===== src/rtl/ocp_master_port_pkg.sv =====
// Shared widths, OCP command/response codes and FSM state type for ocp_master_port.
package ocp_master_port_pkg;

    localparam int ADDR_WIDTH = 32;
    localparam int DATA_WIDTH = 32;
    localparam int BEN_WIDTH  = DATA_WIDTH / 8;

    localparam logic [2:0] MCMD_IDLE = 3'd0;
    localparam logic [2:0] MCMD_WR   = 3'd1;
    localparam logic [2:0] MCMD_RD   = 3'd2;

    localparam logic [1:0] SRESP_NULL = 2'd0;
    localparam logic [1:0] SRESP_DVA  = 2'd1;
    localparam logic [1:0] SRESP_FAIL = 2'd2;
    localparam logic [1:0] SRESP_ERR  = 2'd3;

    typedef enum logic [1:0] {
        ST_IDLE = 2'd0,
        ST_CMD  = 2'd1,
        ST_WAIT = 2'd2,
        ST_RSP  = 2'd3
    } state_t;

endpackage


===== src/rtl/ocp_master_port_wdt.sv =====
// Transaction watchdog: 16-bit cycle counter with expiry compare, used only when
// OCP_MASTER_TIMEOUT_EN is defined.
module ocp_master_wdt #(
    parameter int unsigned TIMEOUT_CYCLES = 1024
) (
    input  logic clk,
    input  logic rst,
    input  logic i_clear,
    input  logic i_run,
    output logic o_expired
);

    // Expiry is flagged in the last allowed cycle so the abort edge lands exactly
    // TIMEOUT_CYCLES cycles after command entry.
    localparam logic [15:0] LAST_CYCLE = 16'(TIMEOUT_CYCLES - 1);

    logic [15:0] cnt_q;
    logic [15:0] cnt_d;

    always_comb begin
        cnt_d = cnt_q;
        if (i_clear) begin
            cnt_d = '0;
        end else if (i_run) begin
            cnt_d = cnt_q + 16'd1;
        end
    end

    always_ff @(posedge clk) begin
        if (rst) begin
            cnt_q <= '0;
        end else begin
            cnt_q <= cnt_d;
        end
    end

    assign o_expired = i_run && (cnt_q == LAST_CYCLE);

endmodule


===== src/rtl/ocp_master_port.sv =====
// OCP initiator: one outstanding read/write per client request, response returned to the client.
// Optional command-to-response watchdog enabled by defining OCP_MASTER_TIMEOUT_EN.
module ocp_master_port
    import ocp_master_port_pkg::*;
#(
    parameter int unsigned TIMEOUT_CYCLES = 1024
) (
    input  logic                  clk,
    input  logic                  rst,
    // Client request/response: a transfer happens on an edge where valid && ready;
    // valid is held with stable payload until then, ready never depends on valid.
    input  logic                  i_req_valid,
    output logic                  o_req_ready,
    input  logic                  i_req_we,
    input  logic [ADDR_WIDTH-1:0] i_req_addr,
    input  logic [DATA_WIDTH-1:0] i_req_data,
    input  logic [BEN_WIDTH-1:0]  i_req_ben,
    output logic                  o_rsp_valid,
    input  logic                  i_rsp_ready,
    output logic [DATA_WIDTH-1:0] o_rsp_data,
    output logic                  o_rsp_err,
    output logic                  o_rsp_tmo,
    output logic [ADDR_WIDTH-1:0] o_MAddr,
    output logic [2:0]            o_MCmd,
    output logic [DATA_WIDTH-1:0] o_MData,
    output logic [BEN_WIDTH-1:0]  o_MByteEn,
    input  logic                  i_SCmdAccept,
    input  logic [DATA_WIDTH-1:0] i_SData,
    input  logic [1:0]            i_SResp,
    output state_t                o_dbg_state
);

    if (TIMEOUT_CYCLES < 1 || TIMEOUT_CYCLES > 65535) begin : g_bad_timeout
        $error("ocp_master_port: TIMEOUT_CYCLES must be in 1..65535");
    end

    state_t                state_q, state_d;
    logic                  we_q, we_d;
    logic [ADDR_WIDTH-1:0] addr_q, addr_d;
    logic [DATA_WIDTH-1:0] data_q, data_d;
    logic [BEN_WIDTH-1:0]  ben_q, ben_d;
    logic [DATA_WIDTH-1:0] rsp_data_q, rsp_data_d;
    logic                  rsp_err_q, rsp_err_d;
    logic                  rsp_tmo_q, rsp_tmo_d;
    logic                  tmo_expired;

`ifdef OCP_MASTER_TIMEOUT_EN
    logic wdt_clear;
    logic wdt_run;

    assign wdt_clear = (state_q == ST_IDLE) && i_req_valid;
    assign wdt_run   = (state_q == ST_CMD) || (state_q == ST_WAIT);

    ocp_master_wdt #(
        .TIMEOUT_CYCLES(TIMEOUT_CYCLES)
    ) u_wdt (
        .clk       (clk),
        .rst       (rst),
        .i_clear   (wdt_clear),
        .i_run     (wdt_run),
        .o_expired (tmo_expired)
    );
`else
    assign tmo_expired = 1'b0;
`endif

    always_comb begin
        state_d    = state_q;
        we_d       = we_q;
        addr_d     = addr_q;
        data_d     = data_q;
        ben_d      = ben_q;
        rsp_data_d = rsp_data_q;
        rsp_err_d  = rsp_err_q;
        rsp_tmo_d  = rsp_tmo_q;
        unique case (state_q)
            ST_IDLE: begin
                if (i_req_valid) begin
                    we_d    = i_req_we;
                    addr_d  = i_req_addr;
                    data_d  = i_req_data;
                    ben_d   = i_req_ben;
                    state_d = ST_CMD;
                end
            end
            ST_CMD, ST_WAIT: begin
                // A real response always beats a watchdog expiry in the same cycle.
                if ((i_SResp != SRESP_NULL) && (i_SCmdAccept || (state_q == ST_WAIT))) begin
                    rsp_err_d  = (i_SResp != SRESP_DVA);
                    rsp_data_d = (!we_q && (i_SResp == SRESP_DVA)) ? i_SData : '0;
                    rsp_tmo_d  = 1'b0;
                    state_d    = ST_RSP;
                end else if (tmo_expired) begin
                    rsp_err_d  = 1'b1;
                    rsp_data_d = '0;
                    rsp_tmo_d  = 1'b1;
                    state_d    = ST_RSP;
                end else if (i_SCmdAccept && (state_q == ST_CMD)) begin
                    state_d = ST_WAIT;
                end
            end
            ST_RSP: begin
                if (i_rsp_ready) begin
                    state_d = ST_IDLE;
                end
            end
        endcase
    end

    always_ff @(posedge clk) begin
        if (rst) begin
            state_q    <= ST_IDLE;
            we_q       <= 1'b0;
            addr_q     <= '0;
            data_q     <= '0;
            ben_q      <= '0;
            rsp_data_q <= '0;
            rsp_err_q  <= 1'b0;
            rsp_tmo_q  <= 1'b0;
        end else begin
            state_q    <= state_d;
            we_q       <= we_d;
            addr_q     <= addr_d;
            data_q     <= data_d;
            ben_q      <= ben_d;
            rsp_data_q <= rsp_data_d;
            rsp_err_q  <= rsp_err_d;
            rsp_tmo_q  <= rsp_tmo_d;
        end
    end

    assign o_req_ready = (state_q == ST_IDLE);
    assign o_rsp_valid = (state_q == ST_RSP);
    assign o_rsp_data  = o_rsp_valid ? rsp_data_q : '0;
    assign o_rsp_err   = o_rsp_valid && rsp_err_q;
    assign o_rsp_tmo   = o_rsp_valid && rsp_tmo_q;
    assign o_dbg_state = state_q;

    // Master request fields are only non-zero while the command is on the bus.
    always_comb begin
        o_MCmd    = MCMD_IDLE;
        o_MAddr   = '0;
        o_MData   = '0;
        o_MByteEn = '0;
        if (state_q == ST_CMD) begin
            o_MCmd    = we_q ? MCMD_WR : MCMD_RD;
            o_MAddr   = addr_q;
            o_MData   = data_q;
            o_MByteEn = ben_q;
        end
    end

endmodule


===== config.mk =====
export PLATFORM = sky130hd
export DESIGN_NAME = ocp_master_port
export DESIGN_NICKNAME = d
export VERILOG_FILES = /design/src/rtl/ocp_master_port_pkg.sv /design/src/rtl/ocp_master_port_wdt.sv /design/src/rtl/ocp_master_port.sv
export SDC_FILE = /design/constraint.sdc
export NUM_CORES = 1
export LEC_CHECK = 0
export CAP_MARGIN = 10
export CORE_AREA = 4 4 86 169
export CTS_CLUSTER_DIAMETER = 150
export CTS_CLUSTER_SIZE = 30
export DETAILED_ROUTE_END_ITERATION = 10
export DIE_AREA = 0 0 90 173
export PLACE_DENSITY_LB_ADDON = 0.25
export SYNTH_ARGS = -nofsm -noshare
export SYNTH_HDL_FRONTEND = slang
export SYNTH_HIERARCHICAL = 1
export SYNTH_SLANG_ARGS = --single-unit
export TNS_END_PERCENT = 100

===== constraint.sdc =====
create_clock -name clk -period 1.56 [get_ports clk]
set_input_delay 0.39 -clock clk [delete_from_list [all_inputs] [get_ports clk]]
set_output_delay 0.39 -clock clk [all_outputs]
set_load 0.02 [all_outputs]

# Word level (Yosys, flattened, before mapping)
# Index checks and enable logic that the tools add are counted.
[word_totals] regBits=104 inputBits=108
[op_classes] n_reduce_logical=12 n_eq_ne=8 muxes=12
[ops] cell="$mux 32" count=4
[ops] cell="$mux 2" count=6
[ops] cell="$pmux 2 s3" count=1
[ops] cell="$eq 2x1->1 const B" count=2
[ops] cell="$eq 2x2->1 const B" count=2
[ops] cell="$logic_and 1x1->1" count=4
[ops] cell="$mux 4" count=1
[ops] cell="$ne 2x1->1 const B" count=2
[ops] cell="$reduce_and 2->1" count=2
[ops] cell="$ne 3x3->1 const B" count=1
[ops] cell="$reduce_and 3->1" count=1
[ops] cell="$logic_not 2->1" count=1
[ops] cell="$ne 2x2->1 const B" count=1
[ops] cell="$reduce_bool 2->1" count=1
[ops] cell="$reduce_or 2->1" count=1
[ops] cell="$logic_not 1->1" count=1
[ops] cell="$logic_or 1x1->1" count=1

# Logic depth before layout (Yosys ltp)
[logic_depth] depth_word=5 ltp_mapped=8

# Least setup slack after synthesis
# OpenSTA, ideal clock, no wires.
[synth_path] path_type="reg2out" startpoint="reg state_q[1], in the netlist o_dbg_state[1]" endpoint="out o_rsp_data[10]" arrival_ns=1.377 path_stages_with_launch=4 setup_slack_ns=-0.207 path_buffers=1 path_cell_list="dfxtp_1 > ha_1 > clkbuf_1 > and2_1"
[synth_between] elab_chain_cells=2
[synth_rtl] item="start: declaration" line_no="ocp_master_port.sv:37" rtl="state_t state_q, state_d;"
[synth_rtl] item="start signal: assignment" line_no="ocp_master_port.sv:121" rtl="state_q <= state_d;"
[synth_rtl] item="$eq 2x2->1" line_no="ocp_master_port.sv:133" rtl="assign o_rsp_valid = (state_q == ST_RSP);"
[synth_rtl] item="named net o_rsp_valid" line_no="ocp_master_port.sv:18" rtl="output logic o_rsp_valid,"
[synth_rtl] item="$mux 32" line_no="ocp_master_port.sv:134" rtl="assign o_rsp_data = o_rsp_valid ? rsp_data_q : '0;"
[synth_rtl] item="end: declaration" line_no="ocp_master_port.sv:20" rtl="output logic [DATA_WIDTH-1:0] o_rsp_data,"
# The timed path passes the listed nets, and every way through them passes these cells.

# Worst setup path after layout
[layout_path] startpoint="reg state_q[1], in the netlist o_dbg_state[1]" endpoint="out o_MData[19]"
[layout_between] elab_chain_cells=2
[layout_rtl] item="$eq 2x1->1" line_no="ocp_master_port.sv:145" rtl="if (state_q == ST_CMD) begin"
[layout_rtl] item="$mux 32" line_no="ocp_master_port.sv:145"
[layout_rtl] item="end: declaration" line_no="ocp_master_port.sv:25" rtl="output logic [DATA_WIDTH-1:0] o_MData,"
# Every way passes these cells.

==> summary.txt <==
Final setup margin = -0.3493 ns
Violated checks = negative setup slack
Mux cell area share after synthesis = 0
H-tree depth = 3
Post-route DRC = 0
FMAX = 0.5238 GHz
Placed cells = 936
Critical Path Start Type = flop
Crit-path cells = inv_4 > ha_4 > buf_12 > buf_16 > and2_4 > buf_6
Chip height = 173 µm
Critical Path Source = o_dbg_state[1]
RR Startpoint = o_dbg_state[1]
Slowest CP cell = dfxtp_4
Rows = 60
Worst min-delay path class = input pin to flop
Area of the mapped netlist = 4589 µm²
Yosys top cell area share = 0.4537
Sink Count = 104
Hold path cells = 2
Antenna Cells = 0
Seq/Total Area, Yosys = 0.4537
Port Buf Inserts = 214
Area Growth Syn to Fin = 83.83%
Tcrit/Tclk final = 1.224
Fin nets = 932
GR Overflow Total = 0
Clock Pin Slew Worst Setup and Hold Paths = 0.07 ns
FF-to-FF End = o_dbg_state[0]
Vias in the first global route = 4404
Crit-path max FO = 6
Die width = 90 µm
RSZ-0062 raised after global routing = yes
Synth Area in Compound Gates = 0.1344
Min-Delay Startpoint = rst
Largest net degree at the start of global routing = 41
Core ar. = 13290 µm²
Clock latency at the later pin of the worst-skew pair = 0.34 ns
First-pass DRT Iterations = 5
Crit path arrival time = 1.52 ns
Vias = 4763
Synth Area in XOR/XNOR = 0
Reg2Reg Depth = 11
CP Data Required Time = 1.17 ns
Kind of critical path = flop to output pin
WP buf/inv = 4
Main combinational cell family by area after synthesis = simple AND/OR/NAND/NOR gates
Largest stage delay, worst path = 0.38 ns
Slew Viols, Final = 0
Fill count = 1134
Worst hold endpoint = rsp_data_q[4]
FF+latch count, synth = 104
Mapped Avg Cell Area = 7.818 µm²
First-pass GRT wire length = 22450 µm
Placer Congestion = 0.8105
Most frequent cells in the layout = nand2_1 (156), clkdlybuf4s50_1 (106), dfxtp_1 (102)
Worst Skew = 0.008071 ns
Final min period = 1.909 ns
Initial core utilization = 0.3454
Reg-to-reg slack, setup = -0.17 ns
Final hold viol count = 0
Clock Path Buffers = 2
Non-Filler Instances = 980
Worst setup EP type = output pin
Peak supply drop = 0.0006179 V
Leakage power = 3.350 nW
Simple-gate share of the synthesized area = 0.3370
Die area = 15570 µm²
Yosys warning count = 6
Layout cells sized above 1 = 0.3855
Pwr Density = 1227 nW/µm²
Worst path top cell family by delay = buffers and inverters
Leading area contributor after synthesis = dfxtp_1
GRT Util Overall = 0.1741
Post-synthesis cell count = 587
Place WS = -0.4356 ns
Post-synthesis adder-cell area fraction = 0.01091
Drt wl/cell = 16.46 µm
Unique masters post-synth = 29
Drt initial violations = 154
Antenna-violating nets left = 0
Wirelength, routed = 16130 µm
# IOs = 217
Status = complete, but fails checks
CTS tree = built
Routed vias/inst = 4.860
Final setup violation count = 140
Max Cap Violations = 0
Initial antenna violation count = 0
Number of hold buffers added after CTS = 0
Ranking of synthesized cells by area = dfxtp_1 (45%), and2_1 (14%), nand2_1 (13%)
CTS buffer count = 9
Most common cell after layout, fill and taps aside = nand2_1
DPL Wire Length = 9433 µm
Root Driver = clkbuf_16
==> worst max path at each step <==
stage | cells after the start | to | slack (ns)
after detailed placement | 5 | o_MData[21] | -0.44
after global routing | 6 | o_MData[19] | -0.39
after global placement | 5 | o_MCmd[1] | -0.41
final | 6 | o_MData[19] | -0.35
after CTS | 7 | o_MData[4] | -0.43
after floorplan | 8 | rsp_data_q[21] | -0.02
==> registers in the layout, summed over array words and instances, names as in the netlist <==
signal and flops:
addr_q 32, ben_q 4, data_q 32, o_dbg_state 2, rsp_data_q 32, rsp_err_q 1, we_q 1
==> cell usage after synthesis (all sizes together) <==
library cell,instances
and2,103
or2,1
dfxtp,104
nand3,32
o31a,1
a21oi,102
nor2,2
ha,4
a211oi,1
nand2,171
clkbuf,20
o221a,1
nor3b,2
o22ai,2
conb,1
nor2b,1
buf,29
inv,6
a2111oi,1
nor3,3
==> cells by family (layout without fill, tap and decap cells) <==
group / count (synthesis) / after routing
other cells: 1 / 2
buf+inv: 55 / 291
flops: 104 / 104
simple gates: 315 / 316
compound gates: 108 / 108
fa+ha+maj: 4 / 4
==> per-layer routing <==
layer / GRT usage / share of wire / vias to the layer above
li1: - / - / 2350
met4: 0.04731 / 0.014 / 0
met5: 0 / 0 / -
met1: 0.2202 / 0.41 / 2217
met2: 0.2819 / 0.50 / 181
met3: 0.06008 / 0.081 / 15
==> timing repair <==
item | in CTS | in global routing
endpoints found under the setup margin | 142 | 211
resized for setup | 486 | 266
buffers inserted | 5 | 6
cloned | 4 | 16
pin swaps | 7 | 61
==> final cells by class <==
| cell class | count | area [µm²] | area share |
|---|---|---|---|
| clock buffers | 12 | 257.7 | 0.03055 |
| well taps | 155 | 193.9 | 0.02299 |
| flip-flops and latches | 104 | 2090 | 0.2477 |
| clock inverters | 4 | 28.78 | 0.003411 |
| inverters | 6 | 36.28 | 0.004301 |
| repair buffers | 269 | 3131 | 0.3711 |
| multi-input cells | 430 | 2700 | 0.3200 |
==> through the flow <==
stage | power, W | setup TNS (ns) | util | area, µm² | hold WS [ns]
finish | 0.01035 | -30.26 | 0.6349 | 8437 | 0.4405
global route | 0.01089 | -37.89 | 0.6349 | 8437 | 0.4551
CTS | 0.009236 | -42.29 | 0.5673 | 7538 | 0.4227
detailed placement | 0.006526 | -50.11 | 0.5335 | 7089 | 0.4407
global placement | 0.006483 | -48.61 | 0.5335 | 7089 | 0.4330
floorplan | 0.005147 | -0.2471 | - | 4628 | 0.4273
==> power by group <==
group,switching [W],total (W),internal [W]
Combinational,0.00237,0.00490,0.00253
Sequential,0.000241,0.00330,0.00306
Clock,0.000966,0.00215,0.00118
Total,0.00358,0.0104,0.00677
Power figures use the tool's default switching activity.
